$ cat src/rtl/i2c_pkg.sv
// Shared types and constants for the LM75 I2C poll scheduler.
// Optional TEMP_ALARM_EN macro adds the threshold alarm in the top.
package i2c_pkg;

  typedef enum logic [2:0] {
    IDLE,
    SELECT,
    ISSUE,
    WAIT,
    STORE
  } state_t;

  localparam logic [6:0] LM75_BASE_ADDR = 7'b1001_000;
  localparam int DEF_POLL_CYCLES = 50_000_000;
  localparam int DEF_TIMEOUT_CYCLES = 20_000;

endpackage

$ cat src/rtl/poll_timer.sv
// Free-running sweep timer; tick marks the terminal count.
// Never stalls, whatever the scheduler is doing.
module poll_timer
  import i2c_pkg::*;
#(
  parameter int POLL_CYCLES = DEF_POLL_CYCLES
) (
  input  logic clk,
  input  logic rst_n,
  output logic tick
);

  localparam int W = (POLL_CYCLES > 1) ? $clog2(POLL_CYCLES) : 1;
  localparam logic [W-1:0] LAST = W'(POLL_CYCLES - 1);

  logic [W-1:0] cnt;

  always_ff @(posedge clk or negedge rst_n) begin
    if (!rst_n) begin
      cnt <= '0;
    end else if (cnt == LAST) begin
      cnt <= '0;
    end else begin
      cnt <= cnt + 1'b1;
    end
  end

  assign tick = (cnt == LAST);

endmodule

$ cat src/rtl/i2c_poll_sched.sv
// Sweeps enabled LM75 sensors through an I2C read engine each tick.
// Define TEMP_ALARM_EN to add the thresh input and alarm output.
module i2c_poll_sched
  import i2c_pkg::*;
#(
  parameter int N_SENS = 4,
  parameter int POLL_CYCLES = DEF_POLL_CYCLES,
  parameter int TIMEOUT_CYCLES = DEF_TIMEOUT_CYCLES,
  parameter logic [6:0] BASE_ADDR = LM75_BASE_ADDR
) (
  input  logic                   clk,
  input  logic                   rst_n,
  input  logic [N_SENS-1:0]      sens_en,
  output logic                   eng_start,
  output logic [6:0]             eng_addr,
  input  logic                   eng_busy,
  input  logic                   eng_done,
  input  logic                   eng_nack,
  input  logic [15:0]            eng_data,
  output logic [16*N_SENS-1:0]   temp,
  output logic [N_SENS-1:0]      valid,
  output logic [N_SENS-1:0]      err,
`ifdef TEMP_ALARM_EN
  input  logic signed [8:0]      thresh,
  output logic [N_SENS-1:0]      alarm,
`endif
  output logic                   sweep_done
);

  localparam int IW = (N_SENS > 1) ? $clog2(N_SENS) : 1;
  localparam int TW = $clog2(TIMEOUT_CYCLES + 1);
  localparam logic [IW-1:0] LAST_IDX = IW'(N_SENS - 1);
  localparam logic [TW-1:0] TO_LAST = TW'(TIMEOUT_CYCLES - 1);

  state_t state, state_n;
  logic [IW-1:0] idx, idx_n;
  logic [N_SENS-1:0] en_q;
  logic [TW-1:0] wcnt;
  logic [15:0] data_q;
  logic nack_q;
  logic tick;

  logic last, advance;
  logic en_load, addr_load;
  logic wcnt_clr, wcnt_inc;
  logic cap, set_err, set_good;

  poll_timer #(
    .POLL_CYCLES(POLL_CYCLES)
  ) u_timer (
    .clk  (clk),
    .rst_n(rst_n),
    .tick (tick)
  );

  always_ff @(posedge clk or negedge rst_n) begin
    if (!rst_n) begin
      state <= IDLE;
      idx   <= '0;
    end else begin
      state <= state_n;
      idx   <= idx_n;
    end
  end

  always_comb begin
    state_n    = state;
    idx_n      = idx;
    last       = (idx == LAST_IDX);
    advance    = 1'b0;
    en_load    = 1'b0;
    addr_load  = 1'b0;
    wcnt_clr   = 1'b0;
    wcnt_inc   = 1'b0;
    cap        = 1'b0;
    set_err    = 1'b0;
    set_good   = 1'b0;
    eng_start  = 1'b0;
    sweep_done = 1'b0;
    unique case (state)
      IDLE: begin
        if (tick && (|sens_en)) begin
          en_load = 1'b1;
          idx_n   = '0;
          state_n = SELECT;
        end
      end
      SELECT: begin
        if (en_q[idx]) begin
          addr_load = 1'b1;
          state_n   = ISSUE;
        end else if (last) begin
          sweep_done = 1'b1;
          state_n    = IDLE;
        end else begin
          idx_n = idx + 1'b1;
        end
      end
      ISSUE: begin
        if (!eng_busy) begin
          eng_start = 1'b1;
          wcnt_clr  = 1'b1;
          state_n   = WAIT;
        end
      end
      WAIT: begin
        if (eng_done) begin
          cap     = 1'b1;
          state_n = STORE;
        end else if (wcnt == TO_LAST) begin
          // timeout: flag the sensor and move on exactly like STORE
          set_err = 1'b1;
          advance = 1'b1;
        end else begin
          wcnt_inc = 1'b1;
        end
      end
      STORE: begin
        set_err  = nack_q;
        set_good = !nack_q;
        advance  = 1'b1;
      end
      default: state_n = IDLE;
    endcase
    if (advance) begin
      if (last) begin
        sweep_done = 1'b1;
        state_n    = IDLE;
      end else begin
        idx_n   = idx + 1'b1;
        state_n = SELECT;
      end
    end
  end

  always_ff @(posedge clk or negedge rst_n) begin
    if (!rst_n) begin
      en_q     <= '0;
      eng_addr <= '0;
      wcnt     <= '0;
      data_q   <= '0;
      nack_q   <= 1'b0;
      temp     <= '0;
      valid    <= '0;
      err      <= '0;
`ifdef TEMP_ALARM_EN
      alarm    <= '0;
`endif
    end else begin
      if (en_load) en_q <= sens_en;
      if (addr_load) eng_addr <= BASE_ADDR | 7'(idx);
      if (wcnt_clr) begin
        wcnt <= '0;
      end else if (wcnt_inc) begin
        wcnt <= wcnt + 1'b1;
      end
      if (cap) begin
        data_q <= eng_data;
        nack_q <= eng_nack;
      end
      if (set_err) err[idx] <= 1'b1;
      if (set_good) begin
        temp[16*idx +: 16] <= data_q;
        valid[idx]         <= 1'b1;
        err[idx]           <= 1'b0;
`ifdef TEMP_ALARM_EN
        alarm[idx] <= ($signed(data_q[15:7]) >= thresh);
`endif
      end
    end
  end

endmodule

$ cat config.mk
export PLATFORM = sky130hd
export DESIGN_NAME = i2c_poll_sched
export DESIGN_NICKNAME = d
export VERILOG_FILES = /design/src/rtl/i2c_pkg.sv /design/src/rtl/poll_timer.sv /design/src/rtl/i2c_poll_sched.sv
export SDC_FILE = /design/constraint.sdc
export NUM_CORES = 1
export LEC_CHECK = 0
export ABC_AREA = 0
export BUFFER_PORTS_ARGS = -buffer_cell sky130_fd_sc_hd__buf_2
export CORE_UTILIZATION = 23
export DETAILED_ROUTE_END_ITERATION = 16
export GPL_TIMING_DRIVEN = 1
export HOLD_SLACK_MARGIN = 0.08
export PLACE_DENSITY = 0.38
export SLEW_MARGIN = 20
export SYNTH_ARGS = -nofsm -noshare
export SYNTH_HDL_FRONTEND = slang
export SYNTH_HIERARCHICAL = 1
export SYNTH_SLANG_ARGS = --single-unit
$ cat constraint.sdc
create_clock -name clk -period 4.5 [get_ports clk]
set_clock_uncertainty 0.15 [all_clocks]
set_input_delay 0.225 -clock clk [delete_from_list [all_inputs] [get_ports clk]]
set_output_delay 0.225 -clock clk [all_outputs]
set_load 0.02 [all_outputs]
==> summary by stage <==
Worst setup path
STA classifies the critical path endpoint as a flop. Of all nets on the critical path, the largest fanout is 32. The sort of element at the start of the critical path is a flop.

Traced cell by cell, the critical path runs through or3b_2, nor2_1, nand2_1, nand2_1, o21ai_0. For the worst setup path, the data required time is 4.62 ns. Among the stages of the critical path, the cell type that occurs most often is sky130_fd_sc_hd__nand2_1. The biggest cell delay along the critical path is 0.77 ns. The critical path starts at state[1]$_DFFE_PN0P_. Among all stages on the critical path, the largest delay is contributed by sky130_fd_sc_hd__nand2_1.

The arrival time of the worst setup path is 3.28 ns. The worst setup slack for register-to-register paths is 1.34 ns. By startpoint and endpoint, the worst setup path is classified as flop to flop.

The worst register-to-register path begins at state[1]$_DFFE_PN0P_.

Floorplanning
For this configuration, the core starts out at a cell density of 0.235. The die covers 28,300 µm². The vertical extent of the die is 168 µm.

The number of rows in the core area is 60. The overall die width is 168 µm. The region available for standard cell placement spans 27,000 µm².

Pin placement for this block handled 106 I/O pins.

Routing
The first detailed-routing pass ran for 4 iterations. The via density per instance is 4.32. The total via count in the routed design is 4,908. The final routed DRC violation total is 0.

The detailed router's first-iteration violation count is 343. The antenna violation net count after detailed routing is 0. In the final routed layout, each cell accounts on average for 15.7 µm. The post-detailed-routing wire length is 17,800 µm.

Yosys
Each instance of the synthesized netlist takes up on average 9.56 µm². In the post-synthesis netlist, the cell with the most instances is sky130_fd_sc_hd__nand2_1. Ranked by total cell area, the synthesized netlist is headed by sky130_fd_sc_hd__dfrtp_1 56%, sky130_fd_sc_hd__nand2_1 12%, sky130_fd_sc_hd__o21ai_0 6.2%. The number of synthesis warnings is 6. Synthesis handed over a netlist of 664 instances.

The most used flip-flop cell after synthesis is sky130_fd_sc_hd__dfrtp_1. The fraction of synthesis flops using an asynchronous set or reset pin is 1.00. In this run, synthesis inferred 0 flip-flops with an integrated enable. The cell area after synthesis is 6350 µm². The most area-hungry cell type in the Yosys netlist is sky130_fd_sc_hd__dfrtp_1.

After synthesis the netlist holds a flip-flop and latch count of 142. The share of the yosys chip area belonging to registers is 0.560. Of the post-synthesis cell area, the dominant cell type holds 0.560. Counting instances in the post-synthesis netlist gives the leading cell types as 202 x sky130_fd_sc_hd__nand2_1, 142 x sky130_fd_sc_hd__dfrtp_1, 79 x sky130_fd_sc_hd__o21ai_0.

The netlist uses 52 different library cells.

Clock tree
The master cell of the clock root buffer is sky130_fd_sc_hd__clkbuf_16. The clock net in this run drives a total of 142 sinks. The number of buffers created by CTS is 17. The H-tree depth is 4. The number of setup buffers added after CTS is 0.

The number of buffers on the longest clock path is 2. The clock reaches the later pin of the worst-skew pair after 0.42 ns. TritonCTS built the clock tree.

Clock-pin slew was measured on the worst setup and hold paths at 0.07 ns. The count of cells resized by post-cts repair is 0.

Global route
The initial antenna violation count is 0. The via count of the first global-routing pass is 4,943. The overall routing resource usage is 0.131. The pin count of the biggest net entering global routing is 73. The first global-routing pass estimated 28,300 µm of wire. The aggregate global routing overflow is 0.

Timing
The setup TNS is 0 ns. The upper clock frequency limit is 0.317 GHz. Measured against its own limit, the worst slew margin works out to 0.282. The post-route worst setup slack is 1.34 ns.

The hold violation count in the final report was 0. The final critical delay including setup and external delays is 3.16 ns. Setup repair after global routing left no endpoint under its margin. The fraction of the cycle the final worst path needs is 0.702.

For the pin with the worst max-slew slack, the measured transition is 1.07 ns. The final max-slew violation count came to 0. Setup violations remaining at the end of the flow were counted as 0.

Pwr
The largest vdd supply drop is 0.257 mV. Of the total power, the clock network draws 0.430. The cell internal power dissipation is 2.25 mW.

Summed over all cells, the static leakage comes to 3.80 nW. Of the total power, registers draw 0.429. The power consumption is 3.24 mW. The switching part of the total is 0.305. For this design the total switching power over the nets is 0.988 mW. Of the total power, combinational logic draws 0.140. The total power divided by cell area is 404 nW/µm².

Cells and area
The repair_antennas step left the layout with diodes totalling 0. At the end of the flow, the number of nets in the layout was 818. Of the cells placed in the final design, the portion with a size suffix greater than 1 is 0.206. Relative to the synthesized area, the layout overhead comes to 26.3%. The number of standard cells in the layout, taps in and fillers out is 1,136.

Hold path
The class of the most critical hold timing path is primary input to flop. The startpoint identified for the worst hold timing path is eng_busy.

Place
The congestion estimate from routability-driven global placement came to 0.737. The final HPWL from detailed placement is 12,500 µm. The count of input and output buffers is 102. The number of placed instances, taps included, is 1,082. The worst setup slack after placement is 1.28 ns.

Run
Across the run, the number of max-cap violations was 0.

Status
The flow ran to the end, and the final reports show no timing, DRC or antenna violations.
==> path summary, 6_finish.rpt <==
path | end | cells past startpoint
setup reg to reg | temp[63]$_DFFE_PN0P_ | 5
min in group asynchronous | u_timer/cnt[23]$_DFF_PN0_ | 2
hold reg to reg | valid[3]$_DFFE_PN0P_ | 1
hold / removal | state[0]$_DFFE_PN0P_ | 5
max in group asynchronous | async pin | 3
setup / recovery | temp[63]$_DFFE_PN0P_ | 5
==> flip-flops by register name, indices dropped and copies added (netlist names), 2 cells and up, named ones only <==
name and cells:
en_q 4, idx 2, wcnt 15, eng_addr 3, state 3, u_timer/cnt 26
data_q 16, valid 4, temp 64
==> through the flow <==
step	cell area, µm²	hold slack [ns]	utilization
after global routing	8020	0.147	0.297
after CTS	8020	0.113	0.297
final	8020	0.118	0.297
after detailed placement	7220	0.162	0.267
after global placement	7220	0.171	0.267
after floorplan	6360	-0.221	-
==> area by class of cell <==
type                    count  area (µm²)
clock buffers              17         425
clock inverters            15         154
fillers                  2858       19000
inverters                   7        26.3
multi-input cells         484        2650
flip-flops and latches    142        3550
well taps                 341         427
repair buffers            130         782
==> power by group through the flow <==
stage	clock [mW]	sequential, mW	combinational [mW]
after floorplan	0	1.38	0.300
after global placement	0	1.42	0.456
after detailed placement	0	1.42	0.454
after CTS	1.44	1.40	0.470
after global routing	1.50	1.40	0.519
final	1.39	1.39	0.455
==> layer usage <==
| metal | global-route usage | up-vias | wire, µm |
|---|---|---|---|
| met1 | 0.176 | 2319 | 8710 |
| met4 | 0.0482 | 0 | 309 |
| met5 | 0 | - | 0 |
| met2 | 0.210 | 97 | 8190 |
| met3 | 0.0249 | 18 | 586 |
| li1 | - | 2474 | - |
==> cells by family after synthesis <==
logic type | synth area share
multiplexers | 0.0177
adder cells (fa/ha/maj) | 0.0217
AO/OA/AOI/OAI | 0.0956
XOR/XNOR | 0.0400
AND/OR/NAND/NOR | 0.238
other | 0.000591
flip-flops | 0.560
buffers and inverters | 0.0270
==> critical path, delay by kind of cell (launching register included) <==
family,cells,cell delay [ns]
AO/OA/AOI/OAI,1,0.10
flip-flops,1,0.48
AND/OR/NAND/NOR,4,2.27
==> cell usage in the layout (no fill, tap or decap), types with 11 or more instances in the layout <==
cell type and instances:
sky130_fd_sc_hd__a21oi_1 17, sky130_fd_sc_hd__buf_2 101, sky130_fd_sc_hd__clkbuf_16 17, sky130_fd_sc_hd__dfrtp_1 142, sky130_fd_sc_hd__dlygate4sd3_1 22, sky130_fd_sc_hd__ha_1 11
sky130_fd_sc_hd__nand2_1 202, sky130_fd_sc_hd__nand3_1 13, sky130_fd_sc_hd__nand4_1 12, sky130_fd_sc_hd__nor2_1 34, sky130_fd_sc_hd__o21ai_0 79, sky130_fd_sc_hd__xnor2_1 14
sky130_fd_sc_hd__xor2_1 15
==> repair_timing <==
item	4_1_cts	5_1_grt
hold buffers	22	0
endpoints found under the setup margin	0	0
hold endpoints to repair	91	0
No activity file was read; power rests on OpenSTA's default activity.
